==> src/rtl/mult_div_radix_if.sv <==
// mult_div_radix_if: request/result handshake bundle for the iterative mul/div unit.
interface mult_div_radix_if #(parameter int DW = 16);
  logic          in_vld;
  logic          in_rdy;
  logic [1:0]    tc_mode;
  logic          operator;
  logic [DW-1:0] a;
  logic [DW-1:0] b;
  logic          out_vld;
  logic          out_rdy;
  logic [2*DW-1:0] c;
  logic          div_by_zero;
  logic          div_overflow;
  modport master (output in_vld, tc_mode, operator, a, b, out_rdy,
                  input  in_rdy, out_vld, c, div_by_zero, div_overflow);
  modport slave  (input  in_vld, tc_mode, operator, a, b, out_rdy,
                  output in_rdy, out_vld, c, div_by_zero, div_overflow);
endinterface

==> src/rtl/mult_div_radix.sv <==
// mult_div_radix: radix-2^BPC iterative MUL/DIV/REM unit, signed/unsigned per operand.
// MULT_DIV_EARLY_OUT_EN enables early-out of trivial cases; MATH_CHECK_OFF disables output checks.
module mult_div_radix #(
  parameter int DW = 16,
  parameter int BPC = 2,
  localparam int C_DW = 2*DW
) (
  input logic clk_i,
  input logic rst_i,
  mult_div_radix_if.slave bus
);
  localparam int N = DW/BPC;
  localparam int CW = $clog2(N+1);
  typedef enum logic [1:0] {IDLE, CALC, FIX, DONE} state_t;
  state_t state, state_nxt;
  logic [CW-1:0] cnt;
  logic op, a_neg, b_neg, dbz, ovf;
  logic [DW-1:0] a_mag, b_mag, a_in_mag, b_in_mag, quot, rem, a_orig;
  logic [C_DW-1:0] acc, acc_nxt, fixed, e_res;
  logic [DW+BPC-1:0] sum;
  logic [DW:0] r;
  logic [DW-1:0] q;
  logic a_in_neg, b_in_neg, accept, last, in_dbz, in_ovf, early;
  assign bus.in_rdy = state == IDLE;
  assign bus.out_vld = state == DONE;
  assign accept = bus.in_vld & bus.in_rdy;
  assign last = cnt == CW'(N-1);
  assign a_in_neg = bus.tc_mode[0] & bus.a[DW-1];
  assign b_in_neg = bus.tc_mode[1] & bus.b[DW-1];
  assign a_in_mag = a_in_neg ? -bus.a : bus.a;
  assign b_in_mag = b_in_neg ? -bus.b : bus.b;
  assign in_dbz = bus.operator & ~|bus.b;
  assign in_ovf = bus.operator & (&bus.tc_mode) & (bus.a == {1'b1, {(DW-1){1'b0}}}) & (&bus.b);
`ifdef MULT_DIV_EARLY_OUT_EN
  assign early = in_dbz | in_ovf | (~bus.operator & (~|bus.a | ~|bus.b));
`else
  assign early = 1'b0;
`endif
  assign e_res = in_dbz ? {bus.a, {DW{1'b1}}} : in_ovf ? {{DW{1'b0}}, 1'b1, {(DW-1){1'b0}}} : '0;
  always_comb begin
    state_nxt = state == IDLE ? (accept ? (early ? DONE : CALC) : IDLE)
              : state == CALC ? (last ? FIX : CALC)
              : state == FIX  ? DONE
              : (bus.out_rdy ? IDLE : DONE);
  end
  // acc holds {hi, lo}: MULT {partial product, remaining multiplier}; DIV {rem, quot}
  always_comb begin
    sum = {{BPC{1'b0}}, acc[C_DW-1:DW]} + (DW+BPC)'(acc[BPC-1:0]) * (DW+BPC)'(b_mag);
    r = {1'b0, acc[C_DW-1:DW]};
    q = acc[DW-1:0];
    for (int i = 0; i < BPC; i++) begin
      r = {r[DW-1:0], q[DW-1]};
      q = {q[DW-2:0], 1'b0};
      if (r >= {1'b0, b_mag}) begin
        r = r - {1'b0, b_mag};
        q[0] = 1'b1;
      end
    end
    acc_nxt = op ? {r[DW-1:0], q} : {sum, acc[DW-1:BPC]};
  end
  assign quot = acc[DW-1:0];
  assign rem = acc[C_DW-1:DW];
  assign a_orig = a_neg ? -a_mag : a_mag;
  assign fixed = ~op ? ((a_neg ^ b_neg) ? -acc : acc)
               : dbz ? {a_orig, {DW{1'b1}}}
               : {a_neg ? -rem : rem, (a_neg ^ b_neg) ? -quot : quot};
  always_ff @(posedge clk_i or posedge rst_i) begin
    if (rst_i) begin
      state <= IDLE;
      cnt <= '0;
      op <= 1'b0;
      a_neg <= 1'b0;
      b_neg <= 1'b0;
      dbz <= 1'b0;
      ovf <= 1'b0;
      a_mag <= '0;
      b_mag <= '0;
      acc <= '0;
      bus.c <= '0;
      bus.div_by_zero <= 1'b0;
      bus.div_overflow <= 1'b0;
    end else begin
      state <= state_nxt;
      cnt <= (state == CALC && !last) ? cnt + 1'b1 : '0;
      if (accept) begin
        op <= bus.operator;
        a_neg <= a_in_neg;
        b_neg <= b_in_neg;
        dbz <= in_dbz;
        ovf <= in_ovf;
        a_mag <= a_in_mag;
        b_mag <= b_in_mag;
        acc <= {{DW{1'b0}}, a_in_mag};
      end else if (state == CALC) begin
        acc <= acc_nxt;
      end
      if (accept && early) begin
        bus.c <= e_res;
        bus.div_by_zero <= in_dbz;
        bus.div_overflow <= in_ovf;
      end else if (state == FIX) begin
        bus.c <= fixed;
        bus.div_by_zero <= dbz;
        bus.div_overflow <= ovf;
      end
    end
  end
`ifndef MATH_CHECK_OFF
  assert property (@(posedge clk_i) disable iff (rst_i)
    bus.out_vld && !bus.out_rdy |=> bus.out_vld && $stable(bus.c))
    else $error("result withdrawn or changed while stalled");
`endif
endmodule

==> src/flat_wrapper.sv <==
// flat-port wrapper written by rule: the top's interface ports become plain ports
module mult_div_radix_flat 
#(
  parameter int DW = 16,
  parameter int BPC = 2,
  localparam int C_DW = 2*DW
)
  (clk_i, rst_i, bus_in_vld, bus_tc_mode, bus_operator, bus_a, bus_b, bus_out_rdy, bus_in_rdy, bus_out_vld, bus_c, bus_div_by_zero, bus_div_overflow);
  mult_div_radix_if #(.DW(DW)) bus_i ();
  input logic clk_i;
  input logic rst_i;
  input wire logic [$bits(bus_i.in_vld)-1:0] bus_in_vld;
  input wire logic [$bits(bus_i.tc_mode)-1:0] bus_tc_mode;
  input wire logic [$bits(bus_i.operator)-1:0] bus_operator;
  input wire logic [$bits(bus_i.a)-1:0] bus_a;
  input wire logic [$bits(bus_i.b)-1:0] bus_b;
  input wire logic [$bits(bus_i.out_rdy)-1:0] bus_out_rdy;
  output wire logic [$bits(bus_i.in_rdy)-1:0] bus_in_rdy;
  output wire logic [$bits(bus_i.out_vld)-1:0] bus_out_vld;
  output wire logic [$bits(bus_i.c)-1:0] bus_c;
  output wire logic [$bits(bus_i.div_by_zero)-1:0] bus_div_by_zero;
  output wire logic [$bits(bus_i.div_overflow)-1:0] bus_div_overflow;
  assign bus_i.in_vld = bus_in_vld;
  assign bus_i.tc_mode = bus_tc_mode;
  assign bus_i.operator = bus_operator;
  assign bus_i.a = bus_a;
  assign bus_i.b = bus_b;
  assign bus_i.out_rdy = bus_out_rdy;
  assign bus_in_rdy = bus_i.in_rdy;
  assign bus_out_vld = bus_i.out_vld;
  assign bus_c = bus_i.c;
  assign bus_div_by_zero = bus_i.div_by_zero;
  assign bus_div_overflow = bus_i.div_overflow;
  mult_div_radix #(.DW(DW), .BPC(BPC)) u_core (.clk_i(clk_i), .rst_i(rst_i), .bus(bus_i));
endmodule
==> config.mk <==
export PLATFORM = sky130hd
export DESIGN_NAME = mult_div_radix_flat
export DESIGN_NICKNAME = d
export VERILOG_FILES = /design/src/rtl/mult_div_radix_if.sv /design/src/rtl/mult_div_radix.sv /design/src/flat_wrapper.sv
export SDC_FILE = /design/constraint.sdc
export NUM_CORES = 1
export LEC_CHECK = 0
export BUFFER_PORTS_ARGS = -buffer_cell sky130_fd_sc_hd__buf_2
export CAP_MARGIN = 20
export CORE_MARGIN = 2
export CORE_UTILIZATION = 30
export CTS_BUF_LIST = sky130_fd_sc_hd__clkbuf_8
export CTS_CLUSTER_DIAMETER = 30
export CTS_CLUSTER_SIZE = 40
export DETAILED_ROUTE_END_ITERATION = 7
export PLACE_DENSITY = 0.52
export SLEW_MARGIN = 10
export SYNTH_ARGS = -nofsm -noshare
export SYNTH_HDL_FRONTEND = slang
export SYNTH_SLANG_ARGS = --single-unit
==> constraint.sdc <==
create_clock -name clk_i -period 5.3 [get_ports clk_i]
set_clock_uncertainty 0.2 [all_clocks]
set_input_delay 0.795 -clock clk_i [delete_from_list [all_inputs] [get_ports clk_i]]
set_output_delay 0.795 -clock clk_i [all_outputs]
set_load 0.1 [all_outputs]
# Word level (Yosys, flattened, before mapping)
# Cells that the tools add are included.
# totals
register_bits	109
latchBits	0
ramBits	0
mem_bits_ro	0
in_bits	39
mem_count	0
# op_classes
addsub	10
multipliers	1
div	0
magnitude_cmp	2
eq_ne	5
shift	0
n_mux	22
bitwise_logic	8
n_reduce_logical	8
# op_table
op	count
32-bit two-way mux	6
16-bit two-way mux	7
16-bit negation	5
17-bit by 16-bit greater-or-equal comparator with 1-bit output	2
32-bit negation	1
16-bit subtractor	2
16-bit by 18-bit adder with 18-bit output	1
2-bit by 16-bit multiplier with 18-bit output	1
16-bit equality test, second input constant	1
16-bit AND reduction	1
16-bit OR reduction	1
2-bit two-way mux	5
1-bit AND	7
4-bit by 1-bit adder with 4-bit output, second input constant	1
2-bit equality test, second input constant	2
4-bit by 3-bit equality test with 1-bit output, second input constant	1
4-bit two-way mux	1
1-bit two-way mux	3
2-bit by 1-bit equality test with 1-bit output, second input constant	1
1-bit zero test	2
2-bit zero test	1
2-bit AND reduction	1
2-bit nonzero test	1
1-bit logical AND	1
1-bit XOR	1

# Logic depth before layout (Yosys ltp)
# logic_depth
ltp_word	7
depth_mapped	23
depth_no_buf	21

# Worst setup path before layout
# OpenSTA, ideal clock, no wires.
# synth_path
kind	reg-to-reg
startpoint	register u_core.acc[21]
endpoint	register u_core.acc[30]
t_arrival_ns	4.375
required_time_ns	5.032
path_slack_ns	0.657
stages_incl_launch_ff	18
period_less_slack_ns	4.643
path_cell_list	dfrtp_1 > ha_1 > or4_1 > o21ai_2 > o31a_1 > a22o_1 > buf_2 > mux2_2 > fa_1 > nor2b_1 > o31ai_1 > a21oi_1 > nor4_1 > or3_1 > or3_1 > a41o_1 > mux2i_1 > a32o_1
# synth_between
elab_chain_cells	7
# synth_lines
element	line	rtl
start, declared	mult_div_radix.sv:19	logic [C_DW-1:0] acc, acc_nxt, fixed, e_res;
start signal, assigned	mult_div_radix.sv:93	acc <= {{DW{1'b0}}, a_in_mag};
start signal, assigned	mult_div_radix.sv:95	acc <= acc_nxt;
16-bit subtractor or 17-bit by 16-bit greater-or-equal comparator with 1-bit output (tied branches)	mult_div_radix.sv:55, mult_div_radix.sv:54	
16-bit two-way mux	mult_div_radix.sv:54	if (r >= {1'b0, b_mag}) begin
16-bit subtractor or 17-bit by 16-bit greater-or-equal comparator with 1-bit output (tied branches)	mult_div_radix.sv:55, mult_div_radix.sv:54	
16-bit two-way mux	mult_div_radix.sv:54	
32-bit two-way mux *	mult_div_radix.sv:59	acc_nxt = op ? {r[DW-1:0], q} : {sum, acc[DW-1:BPC]};
32-bit two-way mux *	mult_div_radix.sv:94	end else if (state == CALC) begin
32-bit two-way mux *	mult_div_radix.sv:85	if (accept) begin
# Every way passes the cells marked *; elsewhere a longest branch is shown, timed or not. The select of a mux whose other input is x is not followed.
# A chain may end at the register's enable or synchronous reset.

# Final worst setup path
# layout_path
startpoint	register u_core.b_mag[6]
endpoint	register u_core.acc[30]
# layout_between
elab_chain_cells	7
# layout_lines
element	line	rtl
start, declared	mult_div_radix.sv:18	logic [DW-1:0] a_mag, b_mag, a_in_mag, b_in_mag, quot, rem, a_orig;
start signal, assigned	mult_div_radix.sv:92	b_mag <= b_in_mag;
parallel branches: the longest is 4 deep, another holds 2-bit by 16-bit multiplier with 18-bit output	--	
32-bit two-way mux *	mult_div_radix.sv:59	
32-bit two-way mux *	mult_div_radix.sv:94	
32-bit two-way mux *	mult_div_radix.sv:85	
# Every way passes the cells marked *. The select of a mux whose other input is x is not followed.

==> impl_metrics.env <==
export IMPL_outcome="finished, final reports clean"
export IMPL_cap_violations=0
export IMPL_grt_max_degree=48
export IMPL_path_common_cell="or3_1"
export IMPL_ctsHoldBuffers=0
export IMPL_seq_area_um2=2729
export IMPL_slowest_stage="or4_1"
export IMPL_cp_arrival_ns=5.21
export IMPL_detail_route_antenna_nets=0
export IMPL_required_ns=5.45
export IMPL_slew_headroom_pct=24.11
export IMPL_drt_wl_total_mm=30.72
export IMPL_cpPeakStageDelay_ns=0.57
export IMPL_multiInputGateArea_um2=6262
export IMPL_slew_viol_final=0
export IMPL_grt_util_met2_pct=28.40
export IMPL_fillCellCount=3398
export IMPL_fin_crit_sh_pct=95.31
export IMPL_cts_path_max_buffers=2
export IMPL_fp_dieH_um=182.2
export IMPL_synth_edf_count=0
export IMPL_clkTransAtPathRegs_ns=0.13
export IMPL_antenna_found_initial=0
export IMPL_ys_flop_type="dfrtp_1"
export IMPL_syn_avg_cell_area_um2=7.954
export IMPL_clk_latency_ns=0.42
export IMPL_layout_min_cycle_time_ns=5.051
export IMPL_core_area_um2=31390
export IMPL_postSynthCellCount=1198
export IMPL_start_kind="flop"
export IMPL_h_tree_depth=3
export IMPL_antenna_cells=0
export IMPL_ioPinCount=75
export IMPL_synth_area_um2=9529
export IMPL_drtIter0Drc=681
export IMPL_crit_family="simple AND/OR/NAND/NOR gates"
export IMPL_path_cells="inv_1 > ha_1 > or4_1 > o21ai_2 > o31a_1 > a22o_2 > mux2_2 > fa_1 > nor2b_1 > o31ai_1 > a21oi_2 > nor4_1 > or3_1 > or3_1 > a41o_1 > mux2i_1 > a32o_1"
export IMPL_grt_busiest_layer="met2"
export IMPL_min_path_type="in -> async"
export IMPL_numCtsBuffers=9
export IMPL_tightest_slew_ns=1.134
export IMPL_cts_tree="done"
export IMPL_first_global_vias=8261
export IMPL_grtUsageMet1_pct=28.34
export IMPL_finalSetupTns_ns=0
export IMPL_end_kind="flop"
export IMPL_setup_violations=0
export IMPL_avgRoutedWirePerCell_um=18.31
export IMPL_rsz0062_at_grt="no"
export IMPL_die_area_um2=33210
export IMPL_path_max_fanout=6
export IMPL_dr_pass1_iters=5
export IMPL_yosysUniqueCellTypes=70
export IMPL_yosysSeqAreaShare_pct=28.62
export IMPL_area_growth_pct=12.85
export IMPL_synth_nets=1311
export IMPL_nets=1384
export IMPL_drive_above_1_share_pct=12.93
export IMPL_drc=0
export IMPL_dp_cells=1661
export IMPL_ys_async_sr_fraction_pct=100.0
export IMPL_grt_use_total_pct=18.71
export IMPL_yosysWarnings=0
export IMPL_critical_path_class="reg -> reg"
export IMPL_fmax_ghz=0.1980
export IMPL_port_buffers=74
export IMPL_grt_ovfl_total=0
export IMPL_start_util_pct=30.35
export IMPL_grt_pass1_wl_mm=48.23
export IMPL_globalplace_congestion=0.9159
export IMPL_clockRootBuffer="clkbuf_8"
export IMPL_vias=8732
export IMPL_final_cells=1678
export IMPL_final_area_um2=10750
export IMPL_dpl_cell_area_um2=10520
export IMPL_die_w_um=182.2
export IMPL_cts_num_sinks=109
export IMPL_hold_violations=0
export IMPL_grtUsageMet3_pct=1.996
export IMPL_dp_hpwl_mm=24.22
export IMPL_routed_via_density=5.204
export IMPL_rows=65
export IMPL_cp_num_buf_inv=1
export IMPL_ys_ff_latch=109
## per-layer routing
| metal | vias up | share of wire [%] |
|---|---|---|
| li1 | 4311 | - |
| met1 | 4166 | 50 |
| met2 | 224 | 43 |
| met3 | 31 | 5.4 |
| met4 | 0 | 1.5 |
| met5 | - | 0 |
## final timing paths
path	from	end	slack [ns]	cells after the start
max	u_core.b_mag[6]	u_core.acc[30]	0.25	17
max in group asynchronous	rst_i	u_core.op	3.67	3
min in group clk_i	u_core.cnt[0]	u_core.cnt[0]	0.28	1
max reg2reg	u_core.b_mag[6]	u_core.acc[30]	0.25	17
min	rst_i	u_core.state[1]	0.20	2
min reg2reg	u_core.cnt[0]	u_core.cnt[0]	0.28	1
## stage by stage
step | hold slack (ns) | util [%] | setup slack, ns
final | 0.2039 | 34.26 | 0.2485
after CTS | 0.2105 | 34.16 | 0.1758
after detailed placement | 0.2616 | 33.52 | 0.2250
after global placement | 0.2545 | 33.50 | 0.3158
after global routing | 0.2457 | 34.26 | 0.007254
after floorplan | 0.2316 | - | 0.6574
## state kept, by name (all words and copies together) (netlist names)
| name | flops |
|---|---|
| u_core.a_mag | 16 |
| u_core.a_neg | 1 |
| u_core.acc | 32 |
| u_core.b_mag | 16 |
| u_core.b_neg | 1 |
| u_core.bus.c | 32 |
| u_core.bus.div_by_zero | 1 |
| u_core.bus.div_overflow | 1 |
| u_core.cnt | 4 |
| u_core.dbz | 1 |
| u_core.op | 1 |
| u_core.ovf | 1 |
| u_core.state | 2 |
## synth_stat cells (4+ instances only)
master / n / area share [%]
a211o_1: 4 / 0.37
a211oi_1: 6 / 0.47
a21o_1: 7 / 0.55
a21oi_1: 78 / 4.1
a221oi_1: 4 / 0.37
a22oi_1: 11 / 0.87
a31oi_1: 12 / 0.79
and2_1: 6 / 0.39
and3_1: 10 / 0.66
buf_1: 7 / 0.28
buf_2: 6 / 0.32
clkbuf_1: 42 / 1.7
dfrtp_1: 109 / 29
fa_1: 18 / 3.8
ha_1: 56 / 7.4
inv_1: 87 / 3.4
mux2_2: 5 / 0.59
mux2i_1: 25 / 2.6
nand2_1: 179 / 7.1
nand2b_1: 11 / 0.72
nand3_1: 16 / 0.84
nand4_1: 12 / 0.79
nor2_1: 94 / 3.7
nor2b_1: 8 / 0.53
nor3_1: 17 / 0.89
nor4_1: 6 / 0.39
o211ai_1: 19 / 1.5
o21a_1: 10 / 0.79
o21ai_0: 102 / 5.4
o21ai_1: 23 / 1.2
o31ai_1: 18 / 1.4
o41ai_1: 7 / 0.64
or3_1: 15 / 0.98
or4_1: 5 / 0.39
xnor2_1: 77 / 7.1
xor2_1: 36 / 3.3
## worst reg2reg max path, stage by stage (launching register included)
cell and delay, ns:
dfrtp_1 0.42, inv_1 0.08, ha_1 0.23, or4_1 0.57
o21ai_2 0.20, o31a_1 0.25, a22o_2 0.25, mux2_2 0.39
fa_1 0.44, nor2b_1 0.17, o31ai_1 0.13, a21oi_2 0.26
nor4_1 0.07, or3_1 0.44, or3_1 0.33, a41o_1 0.23
mux2i_1 0.14, a32o_1 0.19
## cells in the final DEF (no fill, tap or decap), types with 6 or more instances in the layout
cell type	count
o31ai_1	18
xor2_1	35
nor2_1	94
o21a_1	10
o21ai_1	22
o21ai_0	102
nand2_1	179
o41ai_1	7
nand4_1	12
nor3_1	17
nor2b_1	8
and3_1	10
buf_4	44
a21o_1	7
a21oi_1	76
and2_1	7
a31oi_1	12
nand2b_1	11
inv_1	86
fa_1	18
xnor2_1	77
a22oi_1	11
nor4_1	6
nand3_1	16
or3_1	15
ha_1	56
dfrtp_1	108
o211ai_1	19
clkbuf_8	9
mux2i_1	25
buf_2	74
a211oi_1	6
## cell families (layout without fill, tap and decap cells)
family                     Yosys count  in the layout  synth area share (%)
muxes                               32             32                 3.571
xor gates and xnor gates           113            113                 10.39
buffers and inverters              145            223                 5.948
and+or+nand+nor                    397            397                 19.16
adders and majority gates           74             74                 11.13
DFF                                109            109                 28.62
AOI/OAI and AO/OA                  328            328                 21.18
## timing repair
action	4_1_cts	5_1_grt
setup buffers	0	0
resized for setup	0	5
endpoints found under the setup margin	0	8
hold endpoints to repair	0	0
## area by class of cell
cell class / count / share of cell area, %
clock inverter: 7 / 0.6981
tap: 402 / 4.677
inverter: 87 / 3.060
sequential: 109 / 25.38
timing repair buffer: 120 / 6.806
multi-input combinational: 944 / 58.23
clock buffer: 9 / 1.152
Power is not shown: default switching activity piles up to over one toggle a cycle in this logic, so the estimate is an artifact.
